$ cat src/rtl/move_arbiter_pipe.sv
// Best-move arbiter: a masked, optionally pipelined max-tree over N_SQ candidate
// words, followed by a drain FSM that offers each winner on valid/ready and pops
// the winner's source stack until every source reports empty.
module move_arbiter_pipe #(
   parameter int unsigned N_SQ      = 64,
   parameter int unsigned MOVE_W    = 16,
   parameter int unsigned REG_EVERY = 2,
   parameter int unsigned SQ_LAT    = 1,
   parameter int unsigned SWAP_SRC  = 1,
   parameter int unsigned CNT_W     = 8
) (
   input  logic                   clk,
   input  logic                   rst,
   input  logic                   start,
   input  logic [N_SQ*MOVE_W-1:0] cand,
   input  logic [N_SQ-1:0]        cand_empty,
   output logic [N_SQ-1:0]        stack_read,
   output logic [MOVE_W-1:0]      best_move,
   output logic                   best_valid,
   input  logic                   best_ready,
   output logic                   busy,
   output logic                   done,
   output logic [CNT_W-1:0]       move_count,
   output logic                   err
);
   localparam int unsigned IDX_W     = $clog2(N_SQ);
   localparam int unsigned LEVELS    = $clog2(N_SQ);
   localparam int unsigned RE_DIV    = (REG_EVERY == 0) ? 1 : REG_EVERY;
   localparam int unsigned TREE_L    = (REG_EVERY == 0) ? 0 : (LEVELS + RE_DIV - 1) / RE_DIV;
   localparam int unsigned WAIT_N    = TREE_L + SQ_LAT;
   localparam int unsigned WAIT_LAST = (WAIT_N == 0) ? 0 : WAIT_N - 1;
   localparam int unsigned WAIT_W    = $clog2(WAIT_N + 2);

   typedef enum logic [2:0] {S_IDLE, S_SETTLE, S_EVAL, S_OFFER, S_DONE} state_t;

   state_t              state_q, state_d;
   logic [WAIT_W-1:0]   wait_q, wait_d;
   logic [IDX_W-1:0]    src_q, src_d;
   logic [N_SQ-1:0]     stack_read_q, stack_read_d;
   logic [MOVE_W-1:0]   best_move_q, best_move_d;
   logic                best_valid_q, best_valid_d;
   logic [CNT_W-1:0]    move_count_q, move_count_d;
   logic                err_q, err_d;
   logic [MOVE_W-1:0]   tree_out;
   logic [6:0]          src_dec;

   // Level 0 holds the masked candidates; level l holds N_SQ>>l partial maxima.
   for (genvar l = 0; l <= LEVELS; l++) begin : g_lvl
      localparam int unsigned NN = N_SQ >> l;
      logic [NN*MOVE_W-1:0] node_o;

      if (l == 0) begin : g_leaf
         // Empty sources contribute 0 so they can never win.
         always_comb begin
            node_o = '0;
            for (int unsigned k = 0; k < N_SQ; k++) begin
               node_o[k*MOVE_W +: MOVE_W] = cand_empty[k] ? '0 : cand[k*MOVE_W +: MOVE_W];
            end
         end
      end else begin : g_cmp
         logic [NN*MOVE_W-1:0] node_d;

         // Pairwise unsigned max; the lower-index side keeps a tie.
         always_comb begin
            node_d = '0;
            for (int unsigned k = 0; k < NN; k++) begin
               if (g_lvl[l-1].node_o[(2*k+1)*MOVE_W +: MOVE_W] > g_lvl[l-1].node_o[2*k*MOVE_W +: MOVE_W])
                  node_d[k*MOVE_W +: MOVE_W] = g_lvl[l-1].node_o[(2*k+1)*MOVE_W +: MOVE_W];
               else
                  node_d[k*MOVE_W +: MOVE_W] = g_lvl[l-1].node_o[2*k*MOVE_W +: MOVE_W];
            end
         end

         if ((REG_EVERY != 0) && ((l % RE_DIV == 0) || (l == LEVELS))) begin : g_reg
            logic [NN*MOVE_W-1:0] node_q;
            // Pipeline cut after every REG_EVERY levels and at the root.
            always_ff @(posedge clk or posedge rst) begin
               if (rst) node_q <= '0;
               else     node_q <= node_d;
            end
            assign node_o = node_q;
         end else begin : g_comb
            assign node_o = node_d;
         end
      end
   end

   assign tree_out = g_lvl[LEVELS].node_o;

   // Source square carried in the move word; kept one bit wider for the range check.
   always_comb begin
      if (SWAP_SRC != 0) src_dec = 7'({tree_out[2:0], tree_out[5:3]});
      else               src_dec = 7'(tree_out[IDX_W-1:0]);
   end

   // Drain FSM next-state and datapath updates.
   always_comb begin
      state_d      = state_q;
      wait_d       = wait_q;
      src_d        = src_q;
      stack_read_d = '0;
      best_move_d  = best_move_q;
      best_valid_d = best_valid_q;
      move_count_d = move_count_q;
      err_d        = err_q;
      unique case (state_q)
         S_IDLE: begin
            if (start) begin
               state_d      = S_SETTLE;
               wait_d       = '0;
               move_count_d = '0;
            end
         end
         S_SETTLE: begin
            if (wait_q >= WAIT_W'(WAIT_LAST)) state_d = S_EVAL;
            else                              wait_d  = wait_q + 1'b1;
         end
         S_EVAL: begin
            if (tree_out == '0) begin
               state_d = S_DONE;
            end else if ((src_dec >= 7'(N_SQ)) || cand_empty[src_dec[IDX_W-1:0]]) begin
               err_d   = 1'b1;
               state_d = S_DONE;
            end else begin
               best_move_d  = tree_out;
               best_valid_d = 1'b1;
               src_d        = src_dec[IDX_W-1:0];
               state_d      = S_OFFER;
            end
         end
         S_OFFER: begin
            if (best_ready) begin
               best_valid_d         = 1'b0;
               stack_read_d[src_q]  = 1'b1;
               if (move_count_q != '1) move_count_d = move_count_q + 1'b1;
               wait_d               = '0;
               state_d              = S_SETTLE;
            end
         end
         S_DONE:  state_d = S_IDLE;
         default: state_d = S_IDLE;
      endcase
   end

   // State and output registers; reset aborts any pass and drops a pending pop.
   always_ff @(posedge clk or posedge rst) begin
      if (rst) begin
         state_q      <= S_IDLE;
         wait_q       <= '0;
         src_q        <= '0;
         stack_read_q <= '0;
         best_move_q  <= '0;
         best_valid_q <= 1'b0;
         move_count_q <= '0;
         err_q        <= 1'b0;
      end else begin
         state_q      <= state_d;
         wait_q       <= wait_d;
         src_q        <= src_d;
         stack_read_q <= stack_read_d;
         best_move_q  <= best_move_d;
         best_valid_q <= best_valid_d;
         move_count_q <= move_count_d;
         err_q        <= err_d;
      end
   end

   assign stack_read = stack_read_q;
   assign best_move  = best_move_q;
   assign best_valid = best_valid_q;
   assign busy       = (state_q != S_IDLE);
   assign done       = (state_q == S_DONE);
   assign move_count = move_count_q;
   assign err        = err_q;

endmodule

$ cat config.mk
export PLATFORM = sky130hd
export DESIGN_NAME = move_arbiter_pipe
export DESIGN_NICKNAME = d
export VERILOG_FILES = /design/src/rtl/move_arbiter_pipe.sv
export SDC_FILE = /design/constraint.sdc
export NUM_CORES = 2
export LEC_CHECK = 0
export ABC_AREA = 1
export CORE_AREA = 2 2 466 468
export CTS_CLUSTER_DIAMETER = 200
export DETAILED_ROUTE_END_ITERATION = 8
export DIE_AREA = 0 0 468 470
export GPL_ROUTABILITY_DRIVEN = 0
export PLACE_DENSITY = 0.56
export SLEW_MARGIN = 20
export SYNTH_ARGS = -nofsm -noshare
export SYNTH_HDL_FRONTEND = slang
export SYNTH_SLANG_ARGS = --single-unit
export TNS_END_PERCENT = 5
$ cat constraint.sdc
create_clock -name clk -period 33.7 [get_ports clk]
set_input_delay 5.055 -clock clk [delete_from_list [all_inputs] [get_ports clk]]
set_output_delay 5.055 -clock clk [all_outputs]
set_load 0.01 [all_outputs]
; ---- Word level (Yosys, flattened, before mapping)
; Index checks and enable logic that the tools add are counted.
[word_totals]
inputBits = 1092
out_inout_bits = 92
word_cells = 260
reg_bits = 438
[classes]
add_sub_neg = 2
muxes = 151
reduce_logical = 14
n_lt_le_gt_ge = 68
eq_ne = 12
bitwise = 2
[op_table]
columns = operator, count
row1 = $mux 16, 127
row2 = $gt 16x16->1, 63
row3 = $mux 64, 2
row4 = $mux 3, 8
row5 = $mux 8, 3
row6 = $logic_not 16->1, 1
row7 = $pmux 8 s2, 1
row8 = $lt 6x7->1 const B, 2
row9 = $ne 2x2->1 const B, 7
row10 = $pmux 3 s4, 1
row11 = $reduce_and 4->1, 3
row12 = $pmux 3 s3, 1
row13 = $reduce_and 3->1, 3
row14 = $add 8x1->8 const B, 1
row15 = $ne 8x8->1 const B, 1
row16 = $ge 6x7->1 const B, 1
row17 = $bmux 1 s6, 1
row18 = $demux 1 s6, 1
row19 = $eq 3x2->1 const B, 2
row20 = $ge 6x1->1 const B, 1
row21 = $reduce_bool 3->1, 2
row22 = $mux 1, 5
row23 = $reduce_bool 2->1, 2
row24 = $add 3x1->3 const B, 1
row25 = other kinds (8), 9

; ---- Depth between registers and ports, before layout
[depth]
word_depth = 6
mapped_depth = 31
mapped_depth_nobuf = 28

; ---- Least setup slack after synthesis
; Ideal clock, no wire load.
[synth_path]
path_kind = input to register
from = input cand_empty[2]
to = register g_lvl[2].g_cmp.g_reg.node_q[10]
path_buffers = 3
path_stages = 23
required_time_ns = 33.583
arrival_ns = 8.299
setup_time_ns = 0.117
setup_slack_ns = 25.283
cell_sequence = inv_1 -> clkbuf_1 -> nand2_1 -> ha_1 -> nand2_1 -> inv_1 -> nand3_1 -> nor3_1 -> nand4_2 -> nand2_4 -> buf_6 -> nand2_1 -> and2_1 -> ha_1 -> a21oi_1 -> o21ai_0 -> a21oi_1 -> or2_1 -> a21oi_4 -> inv_1 -> buf_2 -> nand3_1 -> nand2_1
[synth_between]
elab_chain_cells = 5
[synth_lines]
columns = element, line
row1 = from (decl), 16  ; input logic [N_SQ-1:0] cand_empty,
row2 = $mux 16 *, 57  ; node_o[k*MOVE_W +: MOVE_W] = cand_empty[k] ? '0 : cand[k*MOVE_W +: MOVE_W];
row3 = $gt 16x16->1, 67  ; if (g_lvl[l-1].node_o[(2*k+1)*MOVE_W +: MOVE_W] > g_lvl[l-1].node_o[2*k*MOVE_W +: MOVE_W])
row4 = $mux 16 *, 67
row5 = $gt 16x16->1, 67
row6 = $mux 16 *, 67
row7 = net g_lvl[2].g_cmp.node_d[10], 61  ; logic [NN*MOVE_W-1:0] node_d;
row8 = to (signal assigned), 79  ; else node_q <= node_d;
row9 = to (decl), 75  ; logic [NN*MOVE_W-1:0] node_q;
; Mark *: on every way through the listed nets, which the timed path passes. The rest lies on a longest branch.
; A chain may end at the register's enable or synchronous reset.

; ---- Final worst setup path
[layout_path]
from = input cand_empty[2]
to = register g_lvl[2].g_cmp.g_reg.node_q[4]
; The elaborated chain is that of the path after synthesis.

==> impl_metrics.env <==
export IMPL_path_depth=21
export IMPL_reg2regPathDepth=21
export IMPL_core_area_sq_mm=0.2157
export IMPL_synth_cells=8934
export IMPL_drt_initial_drc_count=5659
export IMPL_cts_clk_slew_worst_paths_ps=60
export IMPL_cts_hold_buf=0
export IMPL_routed_top_layer="met5"
export IMPL_drtAntennaViolNets=0
export IMPL_post_cts_setup_buffer_count=0
export IMPL_hold_class="flip-flop to flip-flop"
export IMPL_area_delta_synth_final_pct=28.19
export IMPL_status="completed"
export IMPL_final_layout_size_suffix_gt1_frac=0.03486
export IMPL_grt_overflow_total=0
export IMPL_hold_depth=1
export IMPL_worstMarginPinSlew_ps=931.8
export IMPL_p_leak_nw=39.84
export IMPL_async_flop_share=1.000
export IMPL_crit_family="simple AND/OR/NAND/NOR gates"
export IMPL_cts_htree_levels=2
export IMPL_drtPass1Iterations=8
export IMPL_path_cells="clkdlybuf4s50_1, inv_1, nand2_1, ha_1, nand2_1, inv_1, nand3_1, nor3_1, nand4_2, nand2_4, nand2_1, and2_1, ha_1, nand2_1, o21ai_0, a21oi_1, or2_1, a21oi_4, inv_1, nand3_1, nand2_1"
export IMPL_synth_main_ff_cell="dfrtp_1"
export IMPL_maxSlewViolCount=0
export IMPL_grt_pass1_wl_microns=398500
export IMPL_crit_top_cell="nand2_1"
export IMPL_cap_viol_max_count=0
export IMPL_clockBufferDepth=3
export IMPL_via_per_inst=5.073
export IMPL_finalHoldViolations=0
export IMPL_wirelength_met1_microns=115300
export IMPL_dp_hpwl_microns=236400
export IMPL_post_route_period_util=0.2948
export IMPL_wl_met2_microns=125100
export IMPL_antenna_found_initial=76
export IMPL_cts_sinks=432
export IMPL_ir_worst_vdd_mv=0.07575
export IMPL_fill_cells=23045
export IMPL_cpPeakStageDelay_ps=580
export IMPL_nets=12007
export IMPL_wl_per_cell_microns=21.33
export IMPL_syn_num_nets=11005
export IMPL_fp_dieH_microns=470
export IMPL_finClkSkew_ps=36.57
export IMPL_tritoncts="done"
export IMPL_crit_fanout=17
export IMPL_ys_types=49
export IMPL_setup_viol=0
export IMPL_critPathRequiredTime_ps=34250
export IMPL_p_per_area_mw_per_mm2=77.39
export IMPL_tns_ps=0
export IMPL_critical_path_class="input port to flip-flop"
export IMPL_synth_edff_count=0
export IMPL_numCtsBuffers=56
export IMPL_routed_wl_microns=274600
export IMPL_avgSynthCellArea_sq_um=6.444
export IMPL_drc=0
export IMPL_vias=65296
export IMPL_grt_start_max_net_pins=122
export IMPL_fin_crit_ps=9933
export IMPL_start_util=0.2669
export IMPL_ys_ff_latch=432
export IMPL_end_kind="flip-flop"
export IMPL_synth_area_top_cells="ha_1, nand2_1, dfrtp_1, nand3_1, inv_1"
export IMPL_clk_latency_ps=680
export IMPL_start_kind="input port"
export IMPL_slew_headroom=0.3779
export IMPL_grt_pass1_vias=63911
export IMPL_synth_top_area_share=0.2128
export IMPL_die_w_microns=468
export IMPL_yosys_area_top_type="ha_1"
export IMPL_ys_seq_area_frac=0.1878
export IMPL_rows=171
export IMPL_met3_length_microns=19110
export IMPL_synth_area_sq_mm=0.05757
export IMPL_io_buffers=1183
export IMPL_cts_repair_resized=0
export IMPL_die_area_sq_mm=0.2200
export IMPL_ioPinCount=1184
export IMPL_worst_hold_slack_ps=460.8
export IMPL_path_buf_inv=4
export IMPL_worstPathArrival_ps=10480
export IMPL_fmax_ghz=0.1007
export IMPL_rsz0062_at_grt="no"
export IMPL_clockRootBuffer="clkbuf_16"
export IMPL_cp_slowest_cell="nand4_2"
export IMPL_ys_warn_count=0
export IMPL_grt_usage=0.2386
placed cells by master, fill, tap and decap left out, types with 57 or more instances in the layout:
master / count
inv_1: 969
and2_1: 336
a21oi_1: 543
nand2_2: 61
clkbuf_16: 57
clkdlybuf4s50_1: 1183
nand4_1: 76
nor3_1: 61
nor2_1: 259
nand2_1: 3008
dfrtp_1: 430
ha_1: 979
nand3b_1: 157
nand3_1: 1293
o21ai_0: 208
power by group:
| part | leakage (nW) | internal (mW) | total [mW] | switching (mW) |
|---|---|---|---|---|
| combinational | 33.4 | 1.34 | 4.09 | 2.75 |
| sequential | 5.45 | 0.757 | 0.939 | 0.182 |
| clock | 1.01 | 0.417 | 0.686 | 0.269 |
| total | 39.8 | 2.51 | 5.71 | 3.20 |
metal layers:
metal,vias up,global-route usage
met5,-,0
met4,56,0.1140
met3,527,0.03886
met2,2663,0.3944
met1,30558,0.3004
li1,31492,-
Yosys cell counts (5+ instances only):
cell,count
a211oi_1,23
a21boi_1,11
a21oi_1,543
a21oi_4,5
and2_1,336
buf_1,6
buf_2,83
buf_4,28
buf_6,42
clkbuf_1,88
dfrtp_1,432
ha_1,979
inv_1,970
inv_2,41
nand2_1,3008
nand2_2,61
nand2_4,35
nand3_1,1293
nand3_2,33
nand3b_1,157
nand4_1,76
nor2_1,259
nor2_2,8
nor3_1,61
nor3b_2,7
nor4_2,17
nor4b_2,7
o211ai_1,23
o21a_1,9
o21ai_0,208
o21ai_1,41
o21ai_2,8
xnor2_1,6
stage by stage:
step | cell area [sq um] | cells | worst slack [ps] | utilization | total power [mW]
3_3_place_gp | 71610 | 12732 | 23250 | 0.3321 | 4.926
2_1_floorplan | 57570 | 8934 | 16610 | - | 3.532
3_5_place_dp | 71620 | 12732 | 23190 | 0.3321 | 5.045
4_1_cts | 73710 | 12838 | 23900 | 0.3418 | 5.771
5_1_grt | 73750 | 12854 | 23460 | 0.3420 | 6.294
6_report | 73800 | 12872 | 23770 | 0.3422 | 5.712
logic make-up (layout without fill, tap and decap cells):
logic type               after synthesis  after routing  share of synthesized area
buffers and inverters               1260           2310                    0.09135
AO/OA/AOI/OAI                        882            882                    0.08155
AND/OR/NAND/NOR                     5374           5374                     0.4255
other                                  0             34                          0
adder cells (fa/ha/maj)              979            979                     0.2128
XOR/XNOR                               7              7                   0.001065
flip-flops                           432            432                     0.1878
flip-flops by register name (all words and copies together), names as in the netlist:
register / flops
g_lvl.g_cmp.g_reg.node_q: 336
stack_read: 64
best_move: 11
move_count: 8
src_q: 5
state_q: 3
wait_q: 3
best_valid: 1
err: 1
final timing paths:
check                                                          start                                    endpoint  slack [ps]
max                                                    cand_empty[2]    g_lvl[2].g_cmp.g_reg.node_q[4]$_DFF_PP0_       23770
min                                                  err$_DFFE_PP0P_                             err$_DFFE_PP0P_         460
max reg2reg                g_lvl[4].g_cmp.g_reg.node_q[15]$_DFF_PP0_    g_lvl[6].g_cmp.g_reg.node_q[4]$_DFF_PP0_       28930
min reg2reg                                          err$_DFFE_PP0P_                             err$_DFFE_PP0P_         460
max in group asynchronous                                        rst  g_lvl[2].g_cmp.g_reg.node_q[130]$_DFF_PP0_       26600
min in group asynchronous                                        rst                    stack_read[60]$_DFF_PP0_        4990
layout make-up:
class / instances / area (sq um) / area share
Timing Repair Buffer: 1191 / 11910 / 0.1614
Multi-Input combinational cell: 7242 / 41510 / 0.5625
Inverter: 1013 / 3815 / 0.05169
Clock buffer: 69 / 1521 / 0.02062
Clock inverter: 37 / 566.8 / 0.007680
Sequential cell: 432 / 10820 / 0.1466
Tap cell: 2854 / 3571 / 0.04839
Antenna cell: 34 / 85.08 / 0.001153
Note: power is estimated with default switching activity, not from simulation.
